<file path="src/rtl/mem_arbiter.sv">
// -----------------------------------------------------------------------------
// mem_arbiter
//
// Purpose:
//   Shares the single unified instruction/data memory port of the multicycle
//   MIPS core with a second requester (program loader / DMA engine).
//   Ownership is registered. The last owner stays parked on the port, so the
//   core sees no added latency while it is the only requester. A bounded-burst
//   counter hands the port over after MAX_BURST consecutive grants whenever
//   the other side is waiting.
//
// Ports:
//   clk, reset           system clock, synchronous active-high reset
//   c_req/c_we/c_adr/c_wd core request, write flag, address, write data
//   c_gnt, c_rd           core access performed this cycle, read data
//   d_req/d_we/d_adr/d_wd DMA request, write flag, address, write data
//   d_gnt, d_rd           DMA access performed this cycle, read data
//   memwrite/adr/writedata memory write enable, address, write data
//   readdata             memory read data (combinational read of adr)
//   owner                current owner register: 0 = core, 1 = DMA
// -----------------------------------------------------------------------------
module mem_arbiter #(
    parameter int AW        = 32,
    parameter int DW        = 32,
    parameter int MAX_BURST = 8
) (
    input  logic          clk,
    input  logic          reset,

    input  logic          c_req,
    input  logic          c_we,
    input  logic [AW-1:0] c_adr,
    input  logic [DW-1:0] c_wd,
    output logic          c_gnt,
    output logic [DW-1:0] c_rd,

    input  logic          d_req,
    input  logic          d_we,
    input  logic [AW-1:0] d_adr,
    input  logic [DW-1:0] d_wd,
    output logic          d_gnt,
    output logic [DW-1:0] d_rd,

    output logic          memwrite,
    output logic [AW-1:0] adr,
    output logic [DW-1:0] writedata,
    input  logic [DW-1:0] readdata,

    output logic          owner
);

    typedef enum logic {
        OWN_CORE = 1'b0,
        OWN_DMA  = 1'b1
    } own_t;

    // Last burst index: when bcnt reaches this value under contention the
    // owner is taking its MAX_BURST-th grant and must hand over at the edge.
    localparam logic [7:0] BURST_LAST = 8'(MAX_BURST - 1);

    own_t       own_q;
    own_t       own_nxt;
    logic [7:0] bcnt_q;
    logic [7:0] bcnt_nxt;

    logic       o_req;
    logic       x_req;
    own_t       other;

    // State register: owner and burst counter
    always_ff @(posedge clk) begin
        if (reset) begin
            own_q  <= OWN_CORE;
            bcnt_q <= 8'd0;
        end else begin
            own_q  <= own_nxt;
            bcnt_q <= bcnt_nxt;
        end
    end

    // Next-state logic
    always_comb begin
        own_nxt  = own_q;
        bcnt_nxt = 8'd0;
        o_req    = (own_q == OWN_CORE) ? c_req : d_req;
        x_req    = (own_q == OWN_CORE) ? d_req : c_req;
        other    = (own_q == OWN_CORE) ? OWN_DMA : OWN_CORE;

        if (!x_req) begin
            // Nobody waiting: park on the current owner.
            own_nxt  = own_q;
            bcnt_nxt = 8'd0;
        end else if (!o_req) begin
            // Owner idle, other side waiting: switch. The waiter is not
            // granted in this cycle because the port still follows own_q.
            own_nxt  = other;
            bcnt_nxt = 8'd0;
        end else if (bcnt_q == BURST_LAST) begin
            // Owner takes its last grant of the burst now; hand over.
            own_nxt  = other;
            bcnt_nxt = 8'd0;
        end else begin
            own_nxt  = own_q;
            bcnt_nxt = bcnt_q + 8'd1;
        end
    end

    // Port steering: address and write data always follow the owner, even
    // when it is not requesting, so an idle port points at the parked owner.
    always_comb begin
        c_gnt     = c_req & (own_q == OWN_CORE);
        d_gnt     = d_req & (own_q == OWN_DMA);
        memwrite  = (c_gnt & c_we) | (d_gnt & d_we);
        adr       = (own_q == OWN_CORE) ? c_adr : d_adr;
        writedata = (own_q == OWN_CORE) ? c_wd  : d_wd;
        c_rd      = c_gnt ? readdata : '0;
        d_rd      = d_gnt ? readdata : '0;
    end

    assign owner = own_q;

endmodule

</file>
<file path="config.mk">
export PLATFORM = sky130hd
export DESIGN_NAME = mem_arbiter
export DESIGN_NICKNAME = d
export VERILOG_FILES = /design/src/rtl/mem_arbiter.sv
export SDC_FILE = /design/constraint.sdc
export NUM_CORES = 1
export LEC_CHECK = 0
export BUFFER_PORTS_ARGS = -buffer_cell sky130_fd_sc_hd__buf_2
export CORE_AREA = 2 2 117 119
export DETAILED_ROUTE_END_ITERATION = 12
export DIE_AREA = 0 0 119 121
export PLACE_DENSITY = 0.41
export RECOVER_POWER = 25
export SETUP_SLACK_MARGIN = 0.1
export SYNTH_ARGS = -nofsm -noshare
export SYNTH_HDL_FRONTEND = slang
export SYNTH_SLANG_ARGS = --single-unit
</file>
<file path="constraint.sdc">
create_clock -name clk -period 1.8 [get_ports clk]
set_input_delay 0.18 -clock clk [delete_from_list [all_inputs] [get_ports clk]]
set_output_delay 0.18 -clock clk [all_outputs]
set_load 0.005 [all_outputs]
</file>
==> metrics, run 1 <==
status finished clean; GRT busiest layer met2; combinational share of power 0.535; Sink Count 9; routability congestion estimate 0.7762; Worst Setup End Kind primary output; main combinational cell family by area after synthesis multiplexers; peak supply drop about 0.28 mV; async set-or-reset flop fraction in the synthesized netlist 0; Syn Inst Count just under 200; CP Launch Type flip-flop; setup TNS after final layout 0 ns; Rel. slew slack 0.8151; Syn Nets 360; main flop type after synthesis dfxtp_1; #FFs+latches synth 9; Compound-Gate Fraction of Synth Area 0.04206; H-tree Lvls 1; GRT met3 Usage 0.02914; Syn Std Cell Area between 1500 and 2000 sq um; Critical Path RT around 1.6 ns; Critical Path Fanout Max 25; via count roughly 2600; PostCTS Resize Cnt 0; # placed instances 655; clock skew around 0.0044 ns; die area roughly 14000 sq um; sequential power share 0.164; Adder-Cell Fraction of Synth Area 0.007788; mean post-synth cell area 8.324 sq um; clk slew on worst S/H paths 0.04 ns; Final Hold Fails 0; Worst path max stage delay about 0.48 ns; worst min-delay path class input pin to flip-flop; Fillers between 1000 and 1500; FF/Latch Area about 180 sq um; PwrDens around 380 nW/um^2; worst path buffer plus inverter count 2; setup repair after global routing missed its margin no; nets around 660; Top Family by Delay on Critical Path flip-flops; final worst path period share 0.8947; initial core utilization 0.1228; met2 GRT Util 0.2126; post-route insts no fill approximately 670; Tot GR Track Use 0.1152; diode count 0; Levels on crit path 3; Post-synth EDFFs 0; CORE AREA 13090 sq um; maxcap violations 0; Post-Layout Inst Area around 3400 sq um; met1 usage 0.1405; Die Width approximately 120 um; hpwl dp approximately 8000 um; Setup CP Type flip-flop to primary output; CTS buffer count 3; CTS Buffer Depth 2; Synth Warn # 0; Clock Latency Late Sink ~0.24 ns; Avg WL per Cell about 14 um; DIE HEIGHT around 120 um; CTS root buffer clkbuf_16; CTS tree yes; post-synthesis mux area share 0.4486; Synth Area in Simple Gates 0.3302; hold path cells 2; Routed Antenna Nets 0; number of distinct library cells after synthesis 30; pin count of the biggest net entering global routing 35; final WL 9170 um; gr ovfl total 0; Port Buffers between 200 and 300; Switching Share 0.2926; CP arrival 1.43 ns; clock power share 0.301; Via density between 3 and 4; row count 42; # IOs 298; fin crit period around 1.6 ns; Area growth syn-to-layout 113.6%; slowest library cell on the worst path dfxtp_4; first-pass GRT wire length around 13000 um; Least-Margin Pin Slew 0.2773 ns; Lkg Pwr a little under 0.002 uW; XOR/XNOR share of the synthesized area 0.01636; worst r2r path cells 4; Sw Pwr approximately 380 uW; vias in the first global route roughly 2600; sequential share of the synthesized area 0.1121; Pre-antenna DRT Iters 4; Cell Int Power around 920 uW; Multi-input gate area between 1000 and 1500 sq um; # DRC 0; Max Slew Vio Count 0; crit path cell chain buf_12 > mux2_2 > buf_2; Initial DRC Count 46; count of final setup violators 0; Peak Freq between 600 and 700 MHz; fraction of layout cells with a size suffix above 1 0.7423; Post-DP Area 3324 sq um; initial antenna violation count 3
-- synthesized netlist by cell type (2+ instances only) --
library cell,number,share of area
mux2_2,64,0.45
and2_1,33,0.13
and3_1,32,0.12
clkbuf_1,11,0.026
dfxtp_1,9,0.11
buf_1,5,0.012
nor2_1,5,0.012
or3_1,4,0.016
a21oi_1,3,0.0093
nand3_1,3,0.0093
o21ai_0,3,0.0093
nand2_1,2,0.0047
xor2_1,2,0.011
-- routing by layer --
metal / routed length (um) / up-vias / part of all wire
met5: 34 / - / 0.0037
met3: 913 / 6 / 0.10
met2: 4563 / 177 / 0.50
met4: 12 / 6 / 0.0013
li1: - / 1285 / -
met1: 3647 / 1147 / 0.40
-- placed cells by master (no fill, tap or decap), types with 2 or more instances in the layout --
cell type / synthesis / routed
buf_2: 1 / 281
mux2_2: 64 / 63
and3_1: 32 / 32
and2_1: 33 / 32
clkbuf_1: 11 / 17
buf_4: 0 / 9
dfxtp_1: 9 / 8
nor2_1: 5 / 5
or3_1: 4 / 4
nand3_1: 3 / 3
o21ai_0: 3 / 3
a21oi_1: 3 / 3
clkbuf_16: 0 / 3
nand2_1: 2 / 2
xor2_1: 2 / 2
buf_12: 0 / 2
-- registers in the layout (all words and copies together), names as in the netlist --
register  count
bcnt_q        8
owner         1
-- metrics by stage --
step	hold slack, ns	utilization	setup slack (ns)	total power (uW)
2_1_floorplan	0.2494	-	0.4095	489.9
3_3_place_gp	0.3443	0.2541	0.2809	905.0
3_5_place_dp	0.3487	0.2541	0.2513	909.2
4_1_cts	0.1001	0.2609	0.1206	1320
5_1_grt	0.1181	0.2623	0.1256	1390
6_report	0.1053	0.2623	0.1895	1298
-- kinds of logic after synthesis --
| group | count (synthesis) |
|---|---|
| simple gates | 87 |
| mux | 64 |
| buf+inv | 18 |
| compound gates | 11 |
| flops | 9 |
| xor+xnor | 3 |
| fa+ha+maj | 1 |
-- path summary, 6_finish.rpt --
check / to / start / slack (ns)
worst min-delay path: owner / reset / 0.11
worst max-delay path: writedata[16] / owner / 0.19
worst max register to register: owner / bcnt_q[0] / 0.34
worst min register to register: bcnt_q[0] / bcnt_q[0] / 0.45
-- area by class of cell --
class | instances | area share
Sequential cell | 9 | 0.05359
Tap cell | 176 | 0.06416
Multi-Input combinational cell | 166 | 0.3963
Clock buffer | 4 | 0.02297
Inverter | 1 | 0.001094
Timing Repair Buffer | 309 | 0.4619
-- power by group through the flow --
stage	sequential [uW]	combinational, uW	clock, uW
final	213	694	391
after global placement	224	681	0
after global routing	214	759	417
after CTS	216	699	406
after floorplan	208	282	0
after detailed placement	225	684	0
-- what timing repair did --
item | in CTS | in global routing
endpoints found under the hold margin | 0 | 0
buffers inserted | 1 | 5
endpoints found under the setup margin | 54 | 30
hold buffers | 0 | 0
Note: power is estimated with default switching activity, not from simulation.
==> run 2, diff against run 1 <==
CAP_MARGIN = 15   (was unset)
CORE_AREA = 3 3 114 116   (was 2 2 117 119)
DIE_AREA = 0 0 117 119   (was 0 0 119 121)
PLACE_DENSITY = 0.43   (was 0.41)
clock period = 2.1 ns   (was 1.8 ns; I/O delays follow)
==> run 2 against run 1 <==
First-iteration DRC count is 13% higher. Sequential share of layout area is 0.17 points higher. Critical endpoint is now adr[4]. Flip-flop and latch count stayed put. Critical path type unchanged. Highest routed layer is now met4. Register-to-register slack better by 0.30 ns.
==> metrics, run 2 (synthesis results as in run 1) <==
clk slew on worst S/H paths about 0.04 ns; Sink Count 9; met3 WL 951 um; sequential power share 0.168; worst r2r src bcnt_q[4]; peak supply drop 0.2697 mV; hpwl dp ~8600 um; Min Hold Slack 0.1389 ns; Lkg Pwr ~0.0019 uW; worst min-delay path class input pin to flip-flop; Max Slew Vio Count 0; Clock Latency Late Sink between 0.2 and 0.25 ns; combinational share of power 0.527; Tot GR Track Use 0.1261; hold path cells 2; Die Width approximately 120 um; # IOs 298; routability congestion estimate 0.7903; CP arrival around 1.7 ns; # placed instances between 600 and 700; CTS root buffer clkbuf_16; Sw Pwr ~330 uW; post-layout util 0.2768; Critical Path Fanout Max 28; initial core utilization 0.1338; max reg flops 8; setup TNS after final layout 0 ns; PostCTS Resize Cnt 0; Pre-antenna DRT Iters 4; CORE AREA between 10000 and 15000 sq um; hold endpoint owner; PwrDens 330.8 nW/um^2; count of final setup violators 0; commonest non-fill, non-tap cell in the layout buf_2; Setup WS post-layout 0.2264 ns; nets 650; # DRC 0; H-tree Lvls 1; CTS tree yes; uppermost layer routed met4; post-route insts no fill between 600 and 700; Peak Freq between 500 and 600 MHz; gr ovfl total 0; CP Launch Type flip-flop; vias in the first global route roughly 2600; Critical Path RT roughly 1.9 ns; Switching Share 0.2988; via count roughly 2600; Final Hold Fails 0; WL met1 3576 um; dpl ws roughly 0.5 ns; hold_buf cts 0; worst r2r path cells 3; Crit Reg-Reg Endpoint owner; Via density about 4.1; die area around 14000 sq um; Avg WL per Cell 15.58 um; met2 WL approximately 5200 um; Initial DRC Count 52; Setup CP Type flip-flop to primary output; row count 40; CTS Buffer Depth 2; DIE HEIGHT about 120 um; Least-Margin Pin Slew between 0.3 and 0.4 ns; hold_sp reset; Worst Setup End Kind primary output; initial antenna violation count 0; FF-to-FF setup slack approximately 0.64 ns; Routed Antenna Nets 0; final WL roughly 10000 um; clock power share 0.305; Cell Int Power around 770 uW; Area growth syn-to-layout 106.9%; fin crit period approximately 1.9 ns; final worst path period share 0.8922; Port Buffers 297; maxcap violations 0; fraction of layout cells with a size suffix above 1 0.7303; most frequent cells in the layout 281 x buf_2, 60 x mux2_2, 32 x and3_1, 32 x and2_1, 17 x clkbuf_1; setup repair after global routing missed its margin no; first-pass GRT wire length about 14000 um; status finished clean; Post-CTS Setup Repair Bufs 0; clock skew around 0.0018 ns; CTS buffer count 3; Top reg by flops bcnt_q; pin count of the biggest net entering global routing 36; Rel. slew slack 0.7599
-- run 2: cell count changes in the layout (fill, tap and decap cells not counted), sizes merged --
cell    before  now
buf        293  285
diode        0    1
clkbuf      20   21
-- run 2: cell type report --
type | count | area (sq um)
multi-input cells | 166 | 1358
clock buffers | 4 | 78.83
repair buffers | 302 | 1514
inverters | 1 | 3.754
fillers | 1335 | 8687
diodes | 1 | 2.502
flip-flops and latches | 9 | 183.9
well taps | 147 | 183.9
-- run 2: through the flow --
stage | area [sq um] | power [uW]
2_1_floorplan | 1607 | 419.9
3_3_place_gp | 3266 | 779.9
3_5_place_dp | 3266 | 782.0
4_1_cts | 3344 | 1124
5_1_grt | 3322 | 1179
6_report | 3324 | 1100
-- run 2: per-layer routing --
layer / global-route usage / up-vias
met5: 0 / -
met4: 0.02151 / 0
met3: 0.02033 / 4
met2: 0.2482 / 162
met1: 0.1392 / 1167
li1: - / 1272
-- run 2: worst max path at each step --
stage | startpoint | endpoint | slack (ns) | depth (start not counted)
floorplan | owner | adr[10] | 0.68 | 3
global placement | owner | writedata[16] | 0.57 | 3
detailed placement | owner | writedata[16] | 0.51 | 3
CTS | owner | writedata[16] | 0.28 | 3
global route | owner | adr[4] | 0.13 | 3
finish | owner | adr[4] | 0.23 | 3
-- run 2: critical path: stages, from the launching register on --
cell	delay, ns
dfxtp_4	0.52
clkbuf_2	0.40
mux2_2	0.38
buf_2	0.13
-- run 2: power groups by stage --
stage                     sequential [uW]  clock (uW)  combinational, uW
after floorplan                       178           0                242
after global placement                187           0                593
after detailed placement              188           0                594
after CTS                             185         342                597
after global routing                  186         351                641
final                                 185         335                580
==> run 3, diff against run 2 <==
ABC_AREA = 1   (was unset)
PLACE_DENSITY = 0.44   (was 0.43)
==> run 3 against run 2 <==
Register-to-register slack better by 0.03 ns. Clock skew grew 0.0014 ns. Flip-flop and latch count did not move. Via count increased by 18%. Maximum frequency is 12% higher. Clock-buffer cell count unchanged. Synthesized cell count up 90%. Utilization fell by 0.26 points. Sequential share of layout area is 0.061 points lower. Non-clock buffer count unchanged. Area after synthesis up 0.86%.
==> metrics, run 3 <==
pin count of the biggest net entering global routing 66; CTS Buffer Depth 2; nets 820; H-tree Lvls 1; top cells by area, synth nand2_1 47%, nor2_1 18%, dfxtp_1 11%, inv_1 9.0%, buf_2 4.9%; Critical Path RT about 1.9 ns; Peak Freq ~600 MHz; clock skew between 0.003 and 0.004 ns; hpwl dp 8089 um; PwrDens ~370 nW/um^2; die area between 10000 and 15000 sq um; Syn Inst Count 366; post-route insts no fill 799; commonest non-fill, non-tap cell in the layout buf_2; top-area cell type share of the netlist area 0.4680; CORE AREA roughly 12000 sq um; Rel. slew slack 0.7327; Worst Setup End Kind primary output; Area growth syn-to-layout 103.2%; Routed Antenna Nets 0; slowest library cell on the worst path dfxtp_1; FF-to-FF setup slack 0.67 ns; Port Buffers around 300; Synth Warn # 0; sequential share of the synthesized area 0.1112; async set-or-reset flop fraction in the synthesized netlist 0; Clock Latency Late Sink ~0.23 ns; Post-CTS Setup Repair Bufs 0; Top reg by flops bcnt_q; Max Slew Vio Count 0; Syn Nets between 500 and 600; number of distinct library cells after synthesis 18; Die Width 117 um; clk slew on worst S/H paths around 0.040 ns; final worst path period share 0.7949; Via density a little under 4; Worst path max stage delay ~0.36 ns; worst r2r src owner; Post-synth EDFFs 0; worst min-delay path class input pin to flip-flop; initial antenna violation count 0; Crit Reg-Reg Endpoint bcnt_q[7]; setup repair after global routing missed its margin no; Final Hold Fails 0; hold_sp reset; peak supply drop ~0.37 mV; max reg flops 8; CTS buffer count 3; Least-Margin Pin Slew 0.4009 ns; fraction of layout cells with a size suffix above 1 0.4387; Lkg Pwr between 0.002 and 0.0025 uW; maxcap violations 0; uppermost layer routed met4; Setup CP Type flip-flop to primary output; Pre-antenna DRT Iters 4; via count 3080; WL met1 about 3500 um; top post-synthesis cells by count 202 x nand2_1, 76 x nor2_1, 39 x inv_1; # IOs ~300; hold_buf cts 0; DIE HEIGHT 119 um; crit path cell chain inv_1 > nand2_2 > buf_4 > nor2_1 > buf_2; setup TNS after final layout 0 ns; CTS root buffer clkbuf_16; count of final setup violators 0; vias in the first global route approximately 2800; fin crit period 1.669 ns; met2 WL 5077 um; Initial DRC Count ~110; Critical Path Fanout Max 18; row count 40; CP arrival 1.46 ns; met3 WL ~800 um; PostCTS Resize Cnt 0; CTS tree yes; first-pass GRT wire length around 14000 um; count leader, synth nand2_1; CP Launch Type flip-flop; gr ovfl total 0; Tot GR Track Use 0.1175; #FFs+latches synth 9; routability congestion estimate between 0.8 and 0.9; worst r2r path cells 5; mean post-synth cell area roughly 4.4 sq um; initial core utilization 0.1349; Sink Count 9; Syn Std Cell Area around 1600 sq um; diode count 0; final WL roughly 9400 um; leading area contributor after synthesis nand2_1; hold path cells 4; # DRC 0; most frequent cells in the layout 272 x buf_2, 203 x nand2_1, 76 x nor2_1; # placed instances just under 800; status finished clean; Avg WL per Cell between 10 and 15 um; hold endpoint owner; main flop type after synthesis dfxtp_1
[run 3: changes by cell type in the layout (fill, tap and decap cells not counted), sizes merged, moves of 32 or more]
cell / before / now
and2: 33 / 0
nand2: 2 / 205
inv: 1 / 40
and3: 32 / 0
mux2: 64 / 0
nor2: 5 / 76
[run 3: final cells by class]
class / count / area, sq um
Timing Repair Buffer: 302 / 1508
Multi-Input combinational cell: 297 / 1192
Tap cell: 147 / 183.9
Inverter: 40 / 150.1
Clock buffer: 4 / 78.83
Sequential cell: 9 / 180.2
Fill cell: 1418 / 8718
[run 3: worst max-delay path by stage]
stage | slack, ns | startpoint | depth (start not counted) | end
floorplan | 0.97 | owner | 4 | adr[12]
global placement | 0.72 | owner | 5 | bcnt_q[7]
detailed placement | 0.65 | owner | 5 | bcnt_q[7]
CTS | 0.47 | owner | 5 | c_rd[20]
global route | 0.29 | owner | 5 | c_rd[13]
finish | 0.43 | owner | 5 | c_rd[20]
[run 3: power breakdown]
group	switching, uW	internal [uW]
Combinational	370	324
Sequential	2.65	175
Clock	80.4	254
[run 3: worst max-delay path: cells and delay by family (launching register included)]
kind	cells	cell delay [ns]
DFF	1	0.36
buffers and inverters	3	0.51
and+or+nand+nor	2	0.35
[run 3: routing by layer]
layer  global-route usage  vias up
li1                     -     1624
met1               0.1302     1312
met3              0.01575        4
met4              0.01147        0
met2               0.2372      140
met5                    0        -
[run 3: metrics by stage]
step / hold WS [ns] / instance area, sq um / total power [uW] / worst slack [ns] / utilization
after floorplan: 0.3547 / 1620 / 484.8 / 0.9653 / -
after global placement: 0.4286 / 3247 / 893.5 / 0.7171 / 0.2703
after detailed placement: 0.4390 / 3247 / 898.1 / 0.6529 / 0.2703
after CTS: 0.2458 / 3326 / 1243 / 0.4680 / 0.2769
after global routing: 0.2650 / 3293 / 1325 / 0.2900 / 0.2742
final: 0.2521 / 3293 / 1205 / 0.4308 / 0.2742
[run 3: cell families after synthesis]
family,count (synthesis),synth area share
xor gates and xnor gates,5,0.02703
adders and majority gates,1,0.007721
and+or+nand+nor,285,0.6695
DFF,9,0.1112
buffers and inverters,60,0.1513
AOI/OAI and AO/OA,6,0.03320
